<file path="config.mk">
export PLATFORM = sky130hd
export DESIGN_NAME = access_control_unit
export DESIGN_NICKNAME = d
export VERILOG_FILES = /design/src/rtl/access_control_unit_pkg.sv /design/src/rtl/access_control_unit_button_edge.sv /design/src/rtl/access_control_unit.sv
export SDC_FILE = /design/constraint.sdc
export NUM_CORES = 1
export LEC_CHECK = 0
export ABC_CLOCK_PERIOD_IN_PS = 2110
export CAP_MARGIN = 25
export CORE_MARGIN = 2
export CORE_UTILIZATION = 51
export CTS_CLUSTER_SIZE = 20
export DETAILED_ROUTE_END_ITERATION = 6
export GPL_ROUTABILITY_DRIVEN = 0
export GPL_TIMING_DRIVEN = 0
export PLACE_DENSITY_LB_ADDON = 0.2
export SYNTH_ARGS = -nofsm -noshare
export SYNTH_HDL_FRONTEND = slang
export SYNTH_SLANG_ARGS = --single-unit
</file>
<file path="constraint.sdc">
create_clock -name clk -period 2.11 [get_ports clk]
set_input_delay 0.633 -clock clk [delete_from_list [all_inputs] [get_ports clk]]
set_output_delay 0.633 -clock clk [all_outputs]
set_load 0.03 [all_outputs]
</file>
<file path="src/rtl/access_control_unit_pkg.sv">
`default_nettype none
// ============================================================================
//  Module      : access_control_unit_pkg
//  Description : Shared status codes, FSM state encoding and stored password
//                for the access-control responder.
//  Revision    : 1.0 - initial release
// ============================================================================
package access_control_unit_pkg;

    // Status codes presented to the LCD/LED driver
    localparam logic [2:0] ST_IDLE    = 3'd0;
    localparam logic [2:0] ST_ENTRY   = 3'd1;
    localparam logic [2:0] ST_GRANTED = 3'd2;
    localparam logic [2:0] ST_DENIED  = 3'd3;
    localparam logic [2:0] ST_LOCKED  = 3'd4;

    // Controller states; CHECK is a one-cycle compare step shown as ENTRY
    typedef enum logic [2:0] {
        S_IDLE    = 3'd0,
        S_ENTRY   = 3'd1,
        S_CHECK   = 3'd2,
        S_GRANTED = 3'd3,
        S_DENIED  = 3'd4,
        S_LOCKED  = 3'd5
    } acu_state_e;

    // Stored password, most significant digit entered first
    localparam logic [15:0] DEFAULT_PW = 16'h1234;

endpackage : access_control_unit_pkg
`default_nettype wire

</file>
<file path="src/rtl/access_control_unit_button_edge.sv">
`default_nettype none
// ============================================================================
//  Module      : button_edge
//  Description : Rising-edge press detector for one debounced button level.
//                History resets to 1 so a button held through reset is not
//                seen as a press; history tracks the button even when the
//                block is disabled.
//  Revision    : 1.0 - initial release
// ============================================================================
module button_edge (
    input  logic clk,
    input  logic rst,
    input  logic i_enable,
    input  logic i_btn,
    output logic o_press
);

    logic r_prev;

    // Button history, updated every cycle regardless of enable
    always_ff @(posedge clk or negedge rst) begin
        if (!rst) begin
            r_prev <= 1'b1;
        end else begin
            r_prev <= i_btn;
        end
    end

    assign o_press = i_enable & i_btn & ~r_prev;

endmodule : button_edge
`default_nettype wire

</file>
<file path="src/rtl/access_control_unit.sv">
`default_nettype none
// ============================================================================
//  Module      : access_control_unit
//  Description : Password entry responder. Collects PW_LEN digits from the
//                switches, compares against the stored password, reports a
//                granted session and enforces a retry limit with lockout.
//                PW_LEN must be at least 2.
//  Revision    : 1.0 - initial release
// ============================================================================
module access_control_unit #(
    parameter int DIGIT_W     = 4,
    parameter int PW_LEN      = 4,
    parameter int MAX_TRIES   = 3,
    parameter int DENY_CYCLES = 8,
    parameter int LOCK_CYCLES = 32,
    parameter logic [PW_LEN*DIGIT_W-1:0] DEFAULT_PW = access_control_unit_pkg::DEFAULT_PW
) (
    input  logic               clk,
    input  logic               rst,
    input  logic               enable,
    input  logic               access_control_reset,
    input  logic [DIGIT_W-1:0] switches,
    input  logic               btn_enter,
    input  logic               btn_clear,
    output logic               access_control_fb,
    output logic [2:0]         status,
    output logic [2:0]         digit_count,
    output logic [1:0]         tries_left,
    output logic               lockout
);

    import access_control_unit_pkg::*;

    localparam int c_pw_w    = PW_LEN * DIGIT_W;
    localparam int c_tmr_max = (DENY_CYCLES > LOCK_CYCLES) ? DENY_CYCLES : LOCK_CYCLES;
    localparam int c_tmr_w   = (c_tmr_max > 1) ? $clog2(c_tmr_max) : 1;

    localparam logic [2:0]         c_pw_len    = 3'(PW_LEN);
    localparam logic [1:0]         c_tries_max = 2'(MAX_TRIES);
    localparam logic [c_tmr_w-1:0] c_deny_load = c_tmr_w'(DENY_CYCLES - 1);
    localparam logic [c_tmr_w-1:0] c_lock_load = c_tmr_w'(LOCK_CYCLES - 1);

    acu_state_e          r_state;
    logic [2:0]          r_status;
    logic                r_fb;
    logic                r_lockout;
    logic [2:0]          r_count;
    logic [1:0]          r_tries;
    logic [c_pw_w-1:0]   r_buf;
    logic [c_tmr_w-1:0]  r_timer;

    logic                w_enter_press;
    logic                w_clear_press;
    logic [2:0]          w_count_inc;

    button_edge u_enter_edge (
        .clk      (clk),
        .rst      (rst),
        .i_enable (enable),
        .i_btn    (btn_enter),
        .o_press  (w_enter_press)
    );

    button_edge u_clear_edge (
        .clk      (clk),
        .rst      (rst),
        .i_enable (enable),
        .i_btn    (btn_clear),
        .o_press  (w_clear_press)
    );

    assign w_count_inc = r_count + 3'd1;

    // Session FSM with registered status/feedback outputs
    always_ff @(posedge clk or negedge rst) begin
        if (!rst) begin
            r_state   <= S_IDLE;
            r_status  <= ST_IDLE;
            r_fb      <= 1'b0;
            r_lockout <= 1'b0;
            r_count   <= 3'd0;
            r_tries   <= c_tries_max;
            r_buf     <= '0;
            r_timer   <= '0;
        end else if (r_state == S_LOCKED) begin
            // Lockout ignores the controller's session clear and all buttons
            if (r_timer == '0) begin
                r_state   <= S_IDLE;
                r_status  <= ST_IDLE;
                r_lockout <= 1'b0;
                r_tries   <= c_tries_max;
            end else begin
                r_timer <= r_timer - c_tmr_w'(1);
            end
        end else if (!access_control_reset) begin
            // Session clear from the controller; retry budget is kept
            r_state  <= S_IDLE;
            r_status <= ST_IDLE;
            r_fb     <= 1'b0;
            r_count  <= 3'd0;
            r_buf    <= '0;
        end else begin
            case (r_state)
                S_IDLE: begin
                    if (w_enter_press && !w_clear_press) begin
                        r_buf    <= {{(c_pw_w-DIGIT_W){1'b0}}, switches};
                        r_count  <= 3'd1;
                        r_status <= ST_ENTRY;
                        r_state  <= (c_pw_len == 3'd1) ? S_CHECK : S_ENTRY;
                    end
                end
                S_ENTRY: begin
                    if (w_clear_press) begin
                        r_buf   <= '0;
                        r_count <= 3'd0;
                        if (r_count == 3'd0) begin
                            r_state  <= S_IDLE;
                            r_status <= ST_IDLE;
                        end
                    end else if (w_enter_press) begin
                        r_buf   <= {r_buf[c_pw_w-DIGIT_W-1:0], switches};
                        r_count <= w_count_inc;
                        if (w_count_inc == c_pw_len) begin
                            r_state <= S_CHECK;
                        end
                    end
                end
                S_CHECK: begin
                    r_count <= 3'd0;
                    r_buf   <= '0;
                    if (r_buf == DEFAULT_PW) begin
                        r_state  <= S_GRANTED;
                        r_status <= ST_GRANTED;
                        r_fb     <= 1'b1;
                        r_tries  <= c_tries_max;
                    end else if (r_tries > 2'd1) begin
                        r_state  <= S_DENIED;
                        r_status <= ST_DENIED;
                        r_tries  <= r_tries - 2'd1;
                        r_timer  <= c_deny_load;
                    end else begin
                        r_state   <= S_LOCKED;
                        r_status  <= ST_LOCKED;
                        r_lockout <= 1'b1;
                        r_tries   <= 2'd0;
                        r_timer   <= c_lock_load;
                    end
                end
                S_DENIED: begin
                    if (r_timer == '0) begin
                        r_state  <= S_IDLE;
                        r_status <= ST_IDLE;
                    end else begin
                        r_timer <= r_timer - c_tmr_w'(1);
                    end
                end
                default: begin
                    // GRANTED holds until the controller clears the session
                end
            endcase
        end
    end

    assign access_control_fb = r_fb;
    assign status            = r_status;
    assign digit_count       = r_count;
    assign tries_left        = r_tries;
    assign lockout           = r_lockout;

endmodule : access_control_unit
`default_nettype wire

</file>
* Word level (Yosys, flattened, before mapping)
Index checks and enable logic that the tools add are counted.
** Storage, ports and cells
- Register bits after elaboration :: 36
- Latch bits :: 0
- RAM bits :: 0
- ROM bits :: 0
- Input port bits :: 10
- Memories kept :: 0
** Operators by class
- Add/subtract/negate cells :: 3
- $mul :: 0
- Divide/modulo/power cells :: 0
- Magnitude comparators :: 1
- Equality and inequality tests :: 22
- Shifts and indexed selects :: 0
- Muxes and demuxes :: 48
- Bitwise gates (word level) :: 7
- Reductions and logical operators :: 15
** Operator list (number)
- 2-to-1 mux 16 bit :: 4
- 2-to-1 mux 3 bit :: 18
- case mux 16 bit (3 select lines) :: 1
- 2-to-1 mux 5 bit :: 5
- case mux 3 bit (4 select lines) :: 2
- == test 16 x 13 -> 1 bit (second input constant) :: 1
- != test 4 bit (second input constant) :: 4
- != test 5 bit (second input constant) :: 3
- 2-to-1 mux 2 bit :: 6
- 2-to-1 mux 1 bit :: 10
- case mux 5 bit (2 select lines) :: 1
- AND reduction 5 bit :: 2
- == test 3 bit (second input constant) :: 3
- case mux 3 bit (3 select lines) :: 1
- AND reduction 3 bit :: 3
- AND reduction 4 bit :: 2
- logical NOT 3 bit :: 2
- != test 2 x 1 -> 1 bit (second input constant) :: 3
- != test 3 bit (second input constant) :: 2
- != test 6 x 1 -> 1 bit (second input constant) :: 1
- logical NOT 5 bit :: 1
- subtractor 5 x 1 -> 5 bit (second input constant) :: 1
- bitwise AND 1 bit :: 4
- != test 2 bit (second input constant) :: 2
- 11 further kinds :: 14

* Depth between registers and ports, before layout
- Depth after elaboration :: 8
- Depth in mapped cells :: 7
- Mapped depth without buffers :: 6

* Modules after synthesis
From an unflattened synthesis, not the netlist that was laid out.
** Unflattened totals
- Cell total of the unflattened synthesis :: 216
- Area total of the unflattened synthesis :: 1996.9 um^2
** By module, submodules not included
- access_control_unit :: times used 1, cells each 212, area an instance 1926.8 um^2
- button_edge :: times used 2, cells each 2, area an instance 35.0 um^2

* Worst setup path before layout
OpenSTA, ideal clock, no wires.
- Kind :: input-to-reg
- From :: in btn_enter
- To :: reg r_count[0], in the netlist digit_count[0]
- Library setup time :: 79 ps
- Arrival time :: 1976 ps
- Required time :: 2031 ps
- Setup slack :: 55 ps
- Stages on the path :: 6
- Path buffers :: 2
- Cells stage by stage :: nor2b_1 o21ai_0 a311oi_1 buf_2 buf_2 mux2i_1
** Between the ends
- Word-level cells in the longest chain between the ends :: 5
- Elaborated cells on any way between the ends :: 6
- Those cells by class :: eq/ne (2); bitwise (2); reduce/logical (2)
** RTL lines
- start, declared :: line access_control_unit.sv:23 : input logic btn_enter,
- bitwise AND 1 bit (*) (2 in a row) :: line access_control_unit_button_edge.sv:29 : assign o_press = i_enable & i_btn & ~r_prev;
- logical AND 1 bit :: line access_control_unit.sv:105 : if (w_enter_press && !w_clear_press) begin
- != test 3 bit (no line)
- AND reduction 4 bit (no line) (*)
- end signal, assigned :: line access_control_unit.sv:122 : r_count <= w_count_inc;
- end, declared :: line access_control_unit.sv:47 : logic [2:0] r_count;
Every way passes the cells marked *; elsewhere a longest branch is shown, timed or not.
A chain may end at the register's enable or synchronous reset.

* Final worst setup path
- From :: reg r_buf[8]
- To :: reg r_timer[0]
** Between the ends
- Word-level cells in the longest chain between the ends :: 3
** RTL lines
- start, declared :: line access_control_unit.sv:49 : logic [c_pw_w-1:0] r_buf;
- start signal, assigned :: line access_control_unit.sv:106 : r_buf <= {{(c_pw_w-DIGIT_W){1'b0}}, switches};
- start signal, assigned :: line access_control_unit.sv:121 : r_buf <= {r_buf[c_pw_w-DIGIT_W-1:0], switches};
- == test 16 x 13 -> 1 bit :: line access_control_unit.sv:131 : if (r_buf == DEFAULT_PW) begin
- != test 3 bit (no line)
- AND reduction 3 bit (no line)
- end signal, assigned :: line access_control_unit.sv:140 : r_timer <= c_deny_load;
- end signal, assigned :: line access_control_unit.sv:146 : r_timer <= c_lock_load;
- end signal, assigned :: line access_control_unit.sv:154 : r_timer <= r_timer - c_tmr_w'(1);
- end, declared :: line access_control_unit.sv:50 : logic [c_tmr_w-1:0] r_timer;
No other way between the ends.

==> flow_metrics.env <==
export IMPL_grt_start_max_net_pins=37
export IMPL_synth_top_family_by_area="compound AO/OA/AOI/OAI gates"
export IMPL_die_w_um=67.4
export IMPL_htreeDepth=2
export IMPL_synth_edff_count=0
export IMPL_drv_slew=0
export IMPL_timing_final_crit_share=0.984
export IMPL_required_ps=2250
export IMPL_ir_drop_mv=0.489
export IMPL_crit_arrival_ps=2220
export IMPL_end_kind="flip-flop"
export IMPL_rr_startpoint="r_buf[8]"
export IMPL_worst_path_max_fanout=8
export IMPL_insertion_delay_ps=300
export IMPL_seqCellArea_sq_um=906
export IMPL_cap_violations=0
export IMPL_multi_input_comb_area_sq_mm=0.00103
export IMPL_io_pins=20
export IMPL_syn_nets=229
export IMPL_fmax_mhz=482
export IMPL_path_clk_slew_ps=80
export IMPL_relSlewSlack=0.459
export IMPL_die_h_um=67.4
export IMPL_synth_distinct_cells=46
export IMPL_fill_cells=348
export IMPL_gr_usage_all_layers=0.218
export IMPL_synth_seq_area_share=0.442
export IMPL_final_antenna_net_count=0
export IMPL_start_kind="flip-flop"
export IMPL_cts_buffers_inserted=5
export IMPL_muxShareOfSynthArea=0.0977
export IMPL_syn_avg_cell_area_sq_um=9.53
export IMPL_drcViolationCount=0
export IMPL_critPathKind="flip-flop to flip-flop"
export IMPL_min_path_type="input pin to asynchronous set/reset pin"
export IMPL_finalHoldViolations=0
export IMPL_start_util=0.520
export IMPL_yosys_warnings=0
export IMPL_grt_antenna_before_repair=0
export IMPL_netlist_area_sq_mm=0.00205
export IMPL_design_power_total_mw=1.63
export IMPL_synthSimpleGateAreaFrac=0.177
export IMPL_grt_pass1_wl_mm=7.38
export IMPL_dieArea_sq_mm=0.00454
export IMPL_setup_tns_final_ps=0
export IMPL_dr_pass1_iters=4
export IMPL_worst_slew_pin_transition_ps=811
export IMPL_place_area_sq_mm=0.00229
export IMPL_synthArstFlopShare=1.00
export IMPL_syn_to_final_growth_pct=21.2
export IMPL_final_cells=292
export IMPL_drive_gt1_frac=0.116
export IMPL_power_density_mw_per_mm2=657
export IMPL_fin_nets=255
export IMPL_cts_tree="built"
export IMPL_grt_pass1_vias=1577
export IMPL_wl_per_cell_um=15.5
export IMPL_synth_area_leader_cell="dfrtp_1"
export IMPL_syn_inst=215
export IMPL_synthAdderAreaFrac=0.0244
export IMPL_clockBufferDepth=2
export IMPL_synth_area_leaders="dfrtp_1 (39%), mux2i_1 (9.8%), dfstp_2 (5.1%)"
export IMPL_synth_compound_area_frac=0.184
export IMPL_via_per_inst=5.80
export IMPL_dp_cells=283
export IMPL_place_hpwl_mm=3.03
export IMPL_clockRootBuffer="clkbuf_8"
export IMPL_crit_path_start="r_buf[8]"
export IMPL_vias=1694
export IMPL_gr_total_overflow=0
export IMPL_cts_sinks=36
export IMPL_ctsHoldBuffers=0
export IMPL_port_buffers=18
export IMPL_finClkSkew_ps=12.9
export IMPL_setup_violations=0
export IMPL_power_leakage_nw=1.07
export IMPL_rsz0062_at_grt="true"
export IMPL_wl_mm=4.53
export IMPL_status="finished, final reports clean"
export IMPL_ys_seq_elements=36
export IMPL_yosysTopAreaCellShare=0.391
export IMPL_period_minus_slack_ps=2080
export IMPL_antenna_cells=0
export IMPL_synth_xor_area_share=0
export IMPL_drt_iter0_markers=177
export IMPL_synth_main_ff_cell="dfrtp_1"
export IMPL_design_area_sq_mm=0.00248
export IMPL_rows=23
export IMPL_coreArea_sq_mm=0.00394
[layout make-up]
class,count,share of cell area
plain buffers,10,0.0237
flip-flops and latches,36,0.365
well taps,50,0.0252
multi-input cells,141,0.416
inverters,25,0.0378
repair buffers,22,0.0958
clock buffers,8,0.0363
[layout by cell type, fill, tap and decap left out, types with 2 or more instances in the layout]
cell type        netlist  final
nand2b_1               5      5
inv_1                 25     25
a21oi_1                6      6
a311o_1                2      2
nor3_1                 5      4
dfstp_2                4      4
dlygate4sd2_1          0      2
ha_1                   4      4
o21ai_0               11      9
dfrtp_1               32     32
a22o_1                 2      2
buf_4                  0      3
nand3_1                2      2
nand2_1               20     20
mux2i_1               20     20
or3_1                  2      2
nand3b_1               2      2
nor2_1                 7      7
clkbuf_8               0      6
buf_12                 0      2
a31oi_1                3      3
a311oi_1               4      3
o21ai_1                0      2
a21o_1                 2      2
or4_4                  2      2
nor2b_1                8      7
dlymetal6s2s_1         0      2
clkdlybuf4s50_1        0     13
nand4bb_1              2      2
clkbuf_1              10      9
o211ai_1              12     12
[through the flow]
step | setup WS, ps | util | hold slack [ps]
floorplan | 54.6 | - | 337
global placement | -722 | 0.581 | 488
detailed placement | -724 | 0.580 | 485
CTS | 3.44 | 0.613 | 453
global route | -69.1 | 0.630 | 485
finish | 33.6 | 0.630 | 420
[worst max-delay path, cell delays in order, from the launching register on]
cell and delay, ps:
dfrtp_1 380, or4_4 560, or4_4 600, o211ai_1 270
mux2i_1 110
[path summary, 6_finish.rpt]
check / depth (start not counted) / slack [ps] / to
min in group clk: 1 / 480 / u_enter_edge.r_prev
max in group asynchronous: 1 / 1160 / r_buf[2]
min: 1 / 420 / r_state[1]
max reg2reg: 4 / 30 / r_timer[0]
max: 4 / 30 / r_timer[0]
min reg2reg: 1 / 500 / lockout
[timing repair]
item	in CTS	in global routing
buffers inserted	1	2
setup endpoints to repair	27	31
hold endpoints to repair	0	0
gates resized for setup	12	11
pin swaps	1	4
cloned	0	1
[cell usage after synthesis (all sizes together), types with 2 or more instances]
| cell | instances |
|---|---|
| dfrtp | 32 |
| inv | 25 |
| mux2i | 20 |
| nand2 | 20 |
| o211ai | 12 |
| o21ai | 11 |
| clkbuf | 10 |
| nor2b | 8 |
| nor2 | 7 |
| a21oi | 6 |
| nand2b | 5 |
| nor3 | 5 |
| a311oi | 4 |
| dfstp | 4 |
| ha | 4 |
| a31oi | 3 |
| buf | 3 |
| or4 | 3 |
| a21o | 2 |
| a22o | 2 |
| a311o | 2 |
| nand3 | 2 |
| nand3b | 2 |
| nand4bb | 2 |
| or3 | 2 |
[metal layers]
layer,wire length [um],vias to the layer above,track usage
li1,-,818,-
met1,2100,831,0.302
met2,2150,37,0.338
met3,191,8,0.0467
met4,81,0,0.0740
met5,0,-,0
[sequential cells by signal, summed over array words and instances (netlist names)]
register             cells
access_control_fb        1
digit_count              3
lockout                  1
r_buf                   16
r_state                  3
r_timer                  5
status                   3
tries_left               2
u_clear_edge.r_prev      1
u_enter_edge.r_prev      1
[power breakdown]
part	internal [mW]	switching, mW	total [mW]
logic	0.155	0.171	0.326
registers	0.748	0.0436	0.791
clock network	0.266	0.247	0.514
[logic make-up (layout without fill, tap and decap cells)]
group / after synthesis / count (layout)
buffers and inverters: 38 / 65
AO/OA/AOI/OAI: 54 / 54
multiplexers: 20 / 20
adder cells (fa/ha/maj): 4 / 4
AND/OR/NAND/NOR: 63 / 63
flip-flops: 36 / 36
(Power assumes the default switching activity.)
